<file path="config.mk">
export PLATFORM = sky130hd
export DESIGN_NAME = spi_debug_master
export DESIGN_NICKNAME = d
export VERILOG_FILES = /design/src/rtl/spi_debug_master.sv
export SDC_FILE = /design/constraint.sdc
export NUM_CORES = 1
export LEC_CHECK = 0
export ABC_AREA = 1
export CAP_MARGIN = 40
export CORE_UTILIZATION = 45
export CTS_CLUSTER_SIZE = 12
export DETAILED_ROUTE_END_ITERATION = 8
export PLACE_DENSITY_LB_ADDON = 0.2
export SKIP_LAST_GASP = 1
export SYNTH_ARGS = -nofsm -noshare
export SYNTH_HDL_FRONTEND = slang
export SYNTH_SLANG_ARGS = --single-unit
</file>
<file path="constraint.sdc">
create_clock -name i_clk -period 1.8 [get_ports i_clk]
set_input_delay 0.36 -clock i_clk [delete_from_list [all_inputs] [get_ports i_clk]]
set_output_delay 0.36 -clock i_clk [all_outputs]
set_load 0.01 [all_outputs]
</file>
<file path="src/rtl/spi_debug_master.sv">
// spi_debug_master
// ----------------
// SPI mode-0 master for the pipeline debug bus. It runs one full-duplex
// NB_BITS word, MSB first, to one stage slave per request. The debug
// controller sees a simple start/done interface.
//
// Ports
//   i_clk      system clock
//   i_rst      synchronous reset, active low
//   i_start    transfer request, only looked at while idle
//   i_cs_sel   slave index, captured together with i_start
//   i_tx_data  word to send, captured together with i_start
//   i_MISO     serial return data from the selected slave
//   o_rx_data  last received word, updated in the DONE cycle
//   o_done     one-cycle end-of-transfer pulse
//   o_busy     high while a transfer is in progress
//   o_SCLK     serial clock, idles low
//   o_MOSI     serial data to the slaves
//   o_SPI_cs   active-low chip selects, idle all ones
module spi_debug_master #(
    parameter int NB_BITS  = 32,
    parameter int NB_CS    = 4,
    parameter int NB_SEL   = 2,
    parameter int CLK_DIV  = 4,
    parameter int CS_SETUP = 2,
    parameter int CS_HOLD  = 2
) (
    input  logic               i_clk,
    input  logic               i_rst,
    input  logic               i_start,
    input  logic [NB_SEL-1:0]  i_cs_sel,
    input  logic [NB_BITS-1:0] i_tx_data,
    input  logic               i_MISO,
    output logic [NB_BITS-1:0] o_rx_data,
    output logic               o_done,
    output logic               o_busy,
    output logic               o_SCLK,
    output logic               o_MOSI,
    output logic [NB_CS-1:0]   o_SPI_cs
);

    localparam int CNT_W = 16;
    localparam int BIT_W = (NB_BITS > 1) ? $clog2(NB_BITS) : 1;

    localparam logic [CNT_W-1:0] SETUP_LAST = CNT_W'(CS_SETUP - 1);
    localparam logic [CNT_W-1:0] DIV_LAST   = CNT_W'(CLK_DIV - 1);
    localparam logic [CNT_W-1:0] HOLD_LAST  = CNT_W'(CS_HOLD - 1);
    localparam logic [BIT_W-1:0] BIT_LAST   = BIT_W'(NB_BITS - 1);

    typedef enum logic [2:0] {
        ST_IDLE,
        ST_SETUP,
        ST_XFER,
        ST_HOLD,
        ST_DONE
    } state_t;

    state_t             state_q;
    logic [CNT_W-1:0]   cnt_q;      // cycles spent in the current phase
    logic [BIT_W-1:0]   bit_q;      // index of the bit being transferred
    logic [NB_BITS-1:0] tx_q;       // tx_q[NB_BITS-1] is the bit on MOSI
    logic [NB_BITS-1:0] rx_q;
    logic [NB_BITS-1:0] rx_data_q;
    logic               done_q;
    logic               busy_q;
    logic               sclk_q;     // doubles as the XFER half-period phase
    logic               mosi_q;
    logic [NB_CS-1:0]   cs_q;       // holds the captured slave select

    always_ff @(posedge i_clk) begin
        if (!i_rst) begin
            state_q   <= ST_IDLE;
            cnt_q     <= '0;
            bit_q     <= '0;
            tx_q      <= '0;
            rx_q      <= '0;
            rx_data_q <= '0;
            done_q    <= 1'b0;
            busy_q    <= 1'b0;
            sclk_q    <= 1'b0;
            mosi_q    <= 1'b0;
            cs_q      <= '1;
        end else begin
            case (state_q)
                ST_IDLE: begin
                    done_q <= 1'b0;
                    if (i_start) begin
                        tx_q    <= i_tx_data;
                        mosi_q  <= i_tx_data[NB_BITS-1];
                        cs_q    <= ~(NB_CS'(1) << i_cs_sel);
                        busy_q  <= 1'b1;
                        cnt_q   <= '0;
                        bit_q   <= '0;
                        state_q <= ST_SETUP;
                    end
                end

                ST_SETUP: begin
                    if (cnt_q == SETUP_LAST) begin
                        cnt_q   <= '0;
                        state_q <= ST_XFER;
                    end else begin
                        cnt_q <= cnt_q + 1'b1;
                    end
                end

                ST_XFER: begin
                    if (cnt_q != DIV_LAST) begin
                        cnt_q <= cnt_q + 1'b1;
                    end else if (!sclk_q) begin
                        // end of low phase: rising edge, slave samples MOSI
                        cnt_q  <= '0;
                        sclk_q <= 1'b1;
                    end else begin
                        // End of high phase: falling edge. MISO has been
                        // stable for a full half-period here, so it is
                        // captured now, and MOSI moves to the next bit.
                        cnt_q  <= '0;
                        sclk_q <= 1'b0;
                        rx_q   <= {rx_q[NB_BITS-2:0], i_MISO};
                        tx_q   <= {tx_q[NB_BITS-2:0], 1'b0};
                        if (bit_q == BIT_LAST) begin
                            mosi_q  <= 1'b0;
                            state_q <= ST_HOLD;
                        end else begin
                            mosi_q <= tx_q[NB_BITS-2];
                            bit_q  <= bit_q + 1'b1;
                        end
                    end
                end

                ST_HOLD: begin
                    if (cnt_q == HOLD_LAST) begin
                        cnt_q     <= '0;
                        cs_q      <= '1;
                        busy_q    <= 1'b0;
                        done_q    <= 1'b1;
                        rx_data_q <= rx_q;
                        state_q   <= ST_DONE;
                    end else begin
                        cnt_q <= cnt_q + 1'b1;
                    end
                end

                ST_DONE: begin
                    done_q  <= 1'b0;
                    state_q <= ST_IDLE;
                end

                default: begin
                    state_q <= ST_IDLE;
                end
            endcase
        end
    end

    assign o_rx_data = rx_data_q;
    assign o_done    = done_q;
    assign o_busy    = busy_q;
    assign o_SCLK    = sclk_q;
    assign o_MOSI    = mosi_q;
    assign o_SPI_cs  = cs_q;

endmodule

</file>
## Word-level counts from Yosys, hierarchy flattened

Index checks and enable logic that the tools add are counted.

- Flip-flop bits (word level): 127
- Bits of input ports: 38
- Output and inout bits: 40
- Logic and storage cells: 80

- $add $sub $neg: 2
- Equal/unequal tests: 14
- Shift-type cells: 1
- Multiplexer cells: 34
- Bitwise operators: 2
- Reduce and logical (&&, ||, !) cells: 16

Operator list:

| operator | number |
|---|---|
| two-way mux 31 bit | 3 |
| case mux 31 bit (2 select lines) | 1 |
| two-way mux 16 bit | 3 |
| case mux 16 bit (3 select lines) | 1 |
| two-way mux 5 bit | 4 |
| two-way mux 3 bit | 6 |
| adder 16 x 1 -> 16 bit (second input constant) | 1 |
| equality test 16 x 1 -> 1 bit (second input constant) | 1 |
| != test 16 x 2 -> 1 bit (second input constant) | 1 |
| != test 2 bit (second input constant) | 7 |
| case mux 3 bit (4 select lines) | 1 |
| case mux 5 bit (2 select lines) | 1 |
| two-way mux 1 bit | 8 |
| two-way mux 4 bit | 2 |
| case mux 4 bit (2 select lines) | 1 |
| AND reduction 2 bit | 4 |
| equality test 3 x 2 -> 1 bit (second input constant) | 2 |
| case mux 1 bit (2 select lines) | 3 |
| AND reduction 3 bit | 2 |
| AND reduction 6 bit | 1 |
| nonzero test 2 bit | 3 |
| adder 5 x 1 -> 5 bit (second input constant) | 1 |
| equality test 5 bit (second input constant) | 1 |
| AND reduction 5 bit | 1 |
| 9 further kinds | 10 |

## Longest topological paths before layout

Gate-level depths: netlist of the first run.

- Depth after elaboration: 5
- Mapped depth: 11
- Mapped depth without buffers: 11

## Worst setup path before layout of the first run

OpenSTA, ideal clock, no wires.

- Path kind: register -> register
- Start: reg bit_q[0]
- End: reg bit_q[0]
- Setup time: 0.114 ns
- Arrival time: 1.433 ns
- Required time: 1.686 ns
- Path slack: 0.253 ns
- Cell stages (with the launch flop): 11
- Buffers on the path: 0
- Clock period less this slack: 1.547 ns
- Cell sequence: dfxtp_1 -> ha_1 -> nand2_1 -> nor2_1 -> ha_1 -> inv_1 -> nor2_1 -> nor2_2 -> nand3_1 -> a21oi_1 -> nor2_1

- Word-level cells in the longest chain between the ends: 5
- Elaborated cells on any way between the ends: 8
- Classes of those cells: add/sub: 1; eq/ne: 2; mux: 4; reduce/logical: 1

RTL lines:

| item | line | source |
|---|---|---|
| start, declared | 60 | `logic [BIT_W-1:0] bit_q;` |
| start signal, assigned | 127 | `bit_q <= bit_q + 1'b1;` |
| adder 5 x 1 -> 5 bit | 127 |  |
| two-way mux 5 bit | 122 | `if (bit_q == BIT_LAST) begin` |
| two-way mux 5 bit | 110 | `end else if (!sclk_q) begin` |
| two-way mux 5 bit | 108 | `if (cnt_q != DIV_LAST) begin` |
| case mux 5 bit (2 select lines) | 84 | `case (state_q)` |

Several ways; a longest one is shown, not always the timed one. The select of a mux whose other input is x is not followed.
A chain may end at the register's enable or synchronous reset.

## Final worst setup path of the first run

- Start: reg sclk_q, in the netlist o_SCLK
- End: out o_SCLK

RTL lines:

| item | line | source |
|---|---|---|
| start, declared | 66 | `logic sclk_q;` |
| start signal, assigned | 80 | `sclk_q <= 1'b0;` |
| start signal, assigned | 113 | `sclk_q <= 1'b1;` |
| start signal, assigned | 119 | `sclk_q <= 1'b0;` |
| end, declared | 37 | `output logic o_SCLK,` |

No word-level cell between the ends.

==> results of run 1 <==
metrics by stage:
step	cell area [µm²]	setup TNS [ns]	hold WS (ns)	setup slack [ns]	utilization
after floorplan	5600	0	0.439	0.253	-
after global placement	6630	0	0.433	0.0194	0.550
after detailed placement	6630	-0.000222	0.436	-0.000222	0.550
after CTS	7180	0	0.445	0.0111	0.596
after global routing	7250	-0.102	0.467	-0.0365	0.601
final	7250	0	0.444	0.0531	0.601
area by class of cell:
cell class / count / area (µm²) / share of cell area
Sequential cell: 127 / 2540 / 0.351
Multi-Input combinational cell: 551 / 2520 / 0.348
Timing Repair Buffer: 105 / 1060 / 0.147
Clock buffer: 19 / 433 / 0.0597
Inverter: 95 / 357 / 0.0492
Tap cell: 168 / 210 / 0.0290
Clock inverter: 13 / 119 / 0.0164
synth_stat cells (2+ instances only):
master / count
dfxtp_1: 127
o21ai_1: 36
inv_1: 90
nor3_1: 4
nor2_2: 3
o21ai_0: 59
buf_2: 17
nand2_2: 2
inv_2: 4
nor2_1: 161
o211ai_1: 3
nand2_1: 170
nand3_1: 26
nand4_1: 18
xor2_1: 4
a21oi_1: 48
buf_4: 8
ha_1: 4
nor2_4: 3
clkbuf_1: 15
layout by cell type, fill, tap and decap left out, types with 2 or more instances in the layout:
cell type        instances
nand2_1                168
nor2_1                 161
dfxtp_1                127
inv_1                   90
clkdlybuf4s50_1         76
o21ai_0                 59
a21oi_1                 48
o21ai_1                 36
nand3_1                 24
buf_4                   21
nand4_1                 18
clkbuf_16               17
buf_12                   7
clkinv_4                 5
inv_2                    4
xor2_1                   4
ha_1                     4
clkinvlp_4               4
nor2_4                   3
nor2_2                   3
nand2_2                  3
nand3_2                  3
nor3_1                   3
o211ai_1                 3
clkinv_2                 3
nor3_2                   2
clkbuf_1                 2
cell families after synthesis:
family                   Yosys count  synth area share
AND/OR/NAND/NOR                  392             0.292
AO/OA/AOI/OAI                    150             0.137
buffers and inverters            136             0.100
flip-flops                       127             0.454
XOR/XNOR                           5           0.00782
adder cells (fa/ha/maj)            4           0.00893
metal layers:
layer	up-vias	track usage
met5	-	0
met4	0	0.0868
met3	14	0.0515
met2	125	0.330
met1	2292	0.249
li1	2735	-
flip-flops by register name (all words and copies together), names as in the netlist:
signal     flops
state_q        3
o_busy         1
o_done         1
cnt_q         16
rx_q          32
o_rx_data     32
bit_q          5
o_MOSI         1
o_SPI_cs       4
tx_q          31
o_SCLK         1
worst paths after layout:
path / depth (start not counted) / from / to / slack [ns]
hold / removal: 2 / o_rx_data[30]$_SDFFE_PN0P_ / o_rx_data[30]$_SDFFE_PN0P_ / 0.44
setup reg to reg: 10 / cnt_q[0]$_SDFFE_PN0P_ / cnt_q[3]$_SDFFE_PN0P_ / 0.15
setup / recovery: 1 / o_SCLK$_SDFFE_PN0P_ / o_SCLK / 0.05
hold reg to reg: 2 / o_rx_data[30]$_SDFFE_PN0P_ / o_rx_data[30]$_SDFFE_PN0P_ / 0.44
where the power goes:
group | internal (µW) | switching (µW)
combinational | 1200 | 1650
sequential | 3210 | 164
clock | 1900 | 1250
total | 6310 | 3070
repair_timing:
item | 4_1_cts | 5_1_grt
hold buffers | 0 | 0
setup endpoints to repair | 0 | 43
buffers inserted | 0 | 4
resized for setup | 0 | 5
==> flow_summary.json, run 1 <==
{
  "num_vias": 5166,
  "cpMaxStageDelayCell": "clkdlybuf4s50_1",
  "timing.critical_path.buf_inv": 1,
  "outcome": "completed",
  "max-clock-path-buffers": 2,
  "required_ns": 1.44,
  "critPathKind": "reg2out",
  "fmax_mhz": 572,
  "drv_slew": 0,
  "drt_iter0_drc": 290,
  "final.period_utilization": 0.970,
  "worst_setup_path_end_kind": "primary output",
  "vdd_ir_drop_max_uv": 731,
  "grt_max_degree": 105,
  "syn_to_final_growth_pct": 29.4,
  "ys_types": 32,
  "met2_length_um": 5700,
  "nFillCells": 1081,
  "antenna_found_initial": 0,
  "slowest_delay_ns": 0.57,
  "clock-skew-final_ns": 0.00721,
  "total_power_uw": 9380,
  "power_density_nw_per_um2": 1290,
  "path_max_fanout": 3,
  "die_y_um": 114,
  "start_kind": "flip-flop",
  "wl_um": 12200,
  "synthFlopType": "dfxtp_1",
  "io_buffer_count": 77,
  "grt_use_total": 0.201,
  "path_delay_family": "buffers and inverters",
  "rows": 40,
  "place_congestion": 0.842,
  "synth_warnings": 0,
  "wl_per_cell_um": 11.4,
  "clock-root-buffer": "clkbuf_16",
  "routed-wl-met3_um": 604,
  "dr.pass1.iters": 5,
  "synth_top_area_frac": 0.454,
  "synth-edff-count": 0,
  "hp-class": "reg2reg",
  "cp_data_arrival_time_ns": 1.39,
  "met1_length_um": 5790,
  "hold_viol_final": 0,
  "slew_headroom": 0.689,
  "antenna_left": 0,
  "p_leak_uw": 0.00303,
  "route.detailed.drc": 0,
  "cp_cell_sequence": "clkdlybuf4s50_1",
  "clk_pin_slew_ns": 0.06,
  "routed.top_layer": "met4",
  "netlist.top_cell.by_area": "dfxtp_1",
  "syn_area_um2": 5600,
  "hpwlAfterDp_um": 7920,
  "clock_sinks": 127,
  "seq_area_frac_synth": 0.454,
  "ys_ff_latch": 127,
  "setup_violations": 0,
  "num_antenna_cells": 0,
  "die_width_um": 114,
  "cts_max_level": 4,
  "numCtsBuffers": 17,
  "viasPerCell": 4.79,
  "synth_nets": 856,
  "tightest_slew_ns": 0.464,
  "rsz0062_at_grt": "true",
  "cts_tree": "built",
  "grt-ovfl-total": 0,
  "finalNonFillerCells": 1078,
  "drive_gt1_frac": 0.0890,
  "grt_pass1_wl_um": 20800,
  "die-area_um2": 12900,
  "max-cap-violations": 0,
  "dp_cells": 1042,
  "clk_latency_ns": 0.41,
  "layout.nets": 939,
  "yosys-top-cells-area": "dfxtp_1 (45%), nand2_1 (11%), nor2_1 (11%)",
  "grt_pass1_vias": 4796,
  "start_util": 0.464,
  "core_um2": 12100,
  "period_minus_slack_ns": 1.75,
  "syn_area_per_cell_um2": 6.88,
  "async_flop_share": 0,
  "syn_inst": 814,
  "ios": 78
}
(Power assumes the default switching activity.)
==> inputs of run 2 (changes only) <==
--- a/config.mk
+++ b/config.mk
@@ -11,6 +11,7 @@
 export CTS_CLUSTER_SIZE = 12
 export DETAILED_ROUTE_END_ITERATION = 8
 export PLACE_DENSITY_LB_ADDON = 0.2
+export RECOVER_POWER = 25
 export SKIP_LAST_GASP = 1
 export SYNTH_ARGS = -nofsm -noshare
 export SYNTH_HDL_FRONTEND = slang
==> constraint.sdc (replaced) <==
create_clock -name i_clk -period 1.5 [get_ports i_clk]
set_input_delay 0.3 -clock i_clk [delete_from_list [all_inputs] [get_ports i_clk]]
set_output_delay 0.3 -clock i_clk [all_outputs]
set_load 0.01 [all_outputs]
==> run 2 against run 1 <==
  * The flow now finishes with violations (setup timing)
  * Combinational power grew 55%
  * Total power grew 40%
  * First-iteration DRC count grew 34%
  * Cell area grew 12%
  * Final cell count grew 5.3%
  * Register-to-register slack lost 0.19 ns
  * Count of clock-buffer cells in the layout is the same
  * Sequential power grew 21%
  * Clock power grew 46%
==> flow_summary.json, run 2 (synthesis results as in run 1) <==
{
  "outcome": "complete, but fails checks",
  "violations": "setup timing",
  "place_ws_ns": -0.326,
  "clock-skew-final_ns": 0.0102,
  "layout_common_cells": "nand2_1 (156), nor2_1 (145), dfxtp_1 (115)",
  "die_y_um": 114,
  "max-clock-path-buffers": 2,
  "place_congestion": 0.885,
  "io_buffer_count": 77,
  "num_vias": 5623,
  "worst_setup_path_end_kind": "flip-flop",
  "final.period_utilization": 1.03,
  "slowest_delay_ns": 0.34,
  "rows": 40,
  "layout_commonest_cell": "nand2_1",
  "antenna_found_initial": 0,
  "cpMaxStageDelayCell": "dfxtp_2",
  "drt_iter0_drc": 390,
  "ios": 78,
  "period_minus_slack_ns": 1.54,
  "total_power_uw": 13100,
  "routed-wl-met3_um": 795,
  "hpwlAfterDp_um": 8660,
  "fmax_mhz": 650,
  "utilization": 0.674,
  "core_um2": 12100,
  "route.detailed.drc": 0,
  "cp_cell_sequence": "inv_1 > ha_1 > nand2_1 > nor2_2 > nand2_1 > nand2_2 > buf_4 > inv_1 > a31oi_1 > nor2_1",
  "clock-root-buffer": "clkbuf_16",
  "met2_length_um": 7160,
  "start_util": 0.464,
  "clk_pin_slew_ns": 0.05,
  "max-cap-violations": 0,
  "grt_use_total": 0.219,
  "fin_hold_ws_ns": 0.328,
  "hold_viol_final": 0,
  "rsz0062_at_grt": "true",
  "tightest_slew_ns": 0.359,
  "routed.top_layer": "met4",
  "numCtsBuffers": 17,
  "wl_um": 14900,
  "required_ns": 1.81,
  "path_max_fanout": 3,
  "clock_sinks": 127,
  "layout.nets": 996,
  "antenna_left": 0,
  "grt_pass1_wl_um": 22500,
  "regArea_um2": 2560,
  "critPathKind": "reg2reg",
  "drv_slew": 0,
  "hp-class": "in2reg",
  "power_density_nw_per_um2": 1610,
  "drive_gt1_frac": 0.196,
  "place_area_um2": 6970,
  "multi_input_area_um2": 2750,
  "clk_latency_ns": 0.43,
  "fin_area_um2": 8130,
  "num_antenna_cells": 0,
  "die-area_um2": 12900,
  "cts_tree": "built",
  "cp_data_arrival_time_ns": 1.85,
  "start_kind": "flip-flop",
  "slew_headroom": 0.759,
  "grt_pass1_vias": 5090,
  "wl_per_cell_um": 13.1,
  "met1_length_um": 6560,
  "grt-ovfl-total": 0,
  "cts.hold.buffers_added": 0,
  "setup_slack_ns": -0.0380,
  "cts_max_level": 4,
  "die_width_um": 114,
  "grt_max_degree": 84,
  "dr.pass1.iters": 7,
  "viasPerCell": 4.95,
  "syn_to_final_growth_pct": 45.2,
  "p_leak_uw": 0.00366,
  "setup_violations": 7,
  "vdd_ir_drop_max_uv": 738,
  "nFillCells": 988
}
-- run 2: cell types whose count changed in the layout (fill, tap and decap cells not counted), moves of 10 or more --
cell and change:
dlygate4sd2_1 +40, buf_4 +40, clkdlybuf4s50_1 -40, dfxtp_2 +10
dfxtp_1 -12, nor2_1 -16, buf_6 +11, nand2_1 -12
-- run 2: layer usage --
layer / track usage / vias to the layer above
met3: 0.0569 / 33
met4: 0.114 / 0
li1: - / 2852
met5: 0 / -
met1: 0.264 / 2573
met2: 0.359 / 165
-- run 2: area by class of cell --
class,count,share of cell area
Multi-Input combinational cell,551,0.338
Sequential cell,127,0.315
Timing Repair Buffer,162,0.195
Clock buffer,19,0.0557
Inverter,95,0.0448
Clock inverter,13,0.0258
Tap cell,168,0.0258
-- run 2: report_power, final --
part / internal [µW] / switching [µW] / leakage (µW)
sequential: 3870 / 207 / 0.00104
clock: 3040 / 1560 / 0.000320
combinational: 2050 / 2390 / 0.00230
-- run 2: critical path, delay by kind of cell (launching register included) --
kind            cells  cell delay, ns
buf+inv             3            0.24
compound gates      1            0.18
flops               1            0.34
simple gates        5            0.53
fa+ha+maj           1            0.13
-- run 2: metrics by stage --
step | setup TNS [ns] | cells
global placement | -10.22 | 1081
CTS | -0.00456 | 1122
detailed placement | -11.56 | 1081
floorplan | -0.00474 | 814
global route | -5.38 | 1135
finish | -0.118 | 1135
-- run 2: final timing paths --
path,start,to,slack (ns),cells after the start
max,cnt_q[1]$_SDFFE_PN0P_,state_q[0]$_SDFFE_PN0P_,-0.04,10
max reg2reg,cnt_q[1]$_SDFFE_PN0P_,state_q[0]$_SDFFE_PN0P_,-0.04,10
min,i_rst,cnt_q[13]$_SDFFE_PN0P_,0.33,3
min reg2reg,o_rx_data[21]$_SDFFE_PN0P_,o_rx_data[21]$_SDFFE_PN0P_,0.44,2
-- run 2: repair_timing --
action | CTS | global route
gates resized for setup | 74 | 60
pin swaps | 19 | 31
buffers inserted | 8 | 8
gates cloned | 1 | 5
setup endpoints to repair | 119 | 119
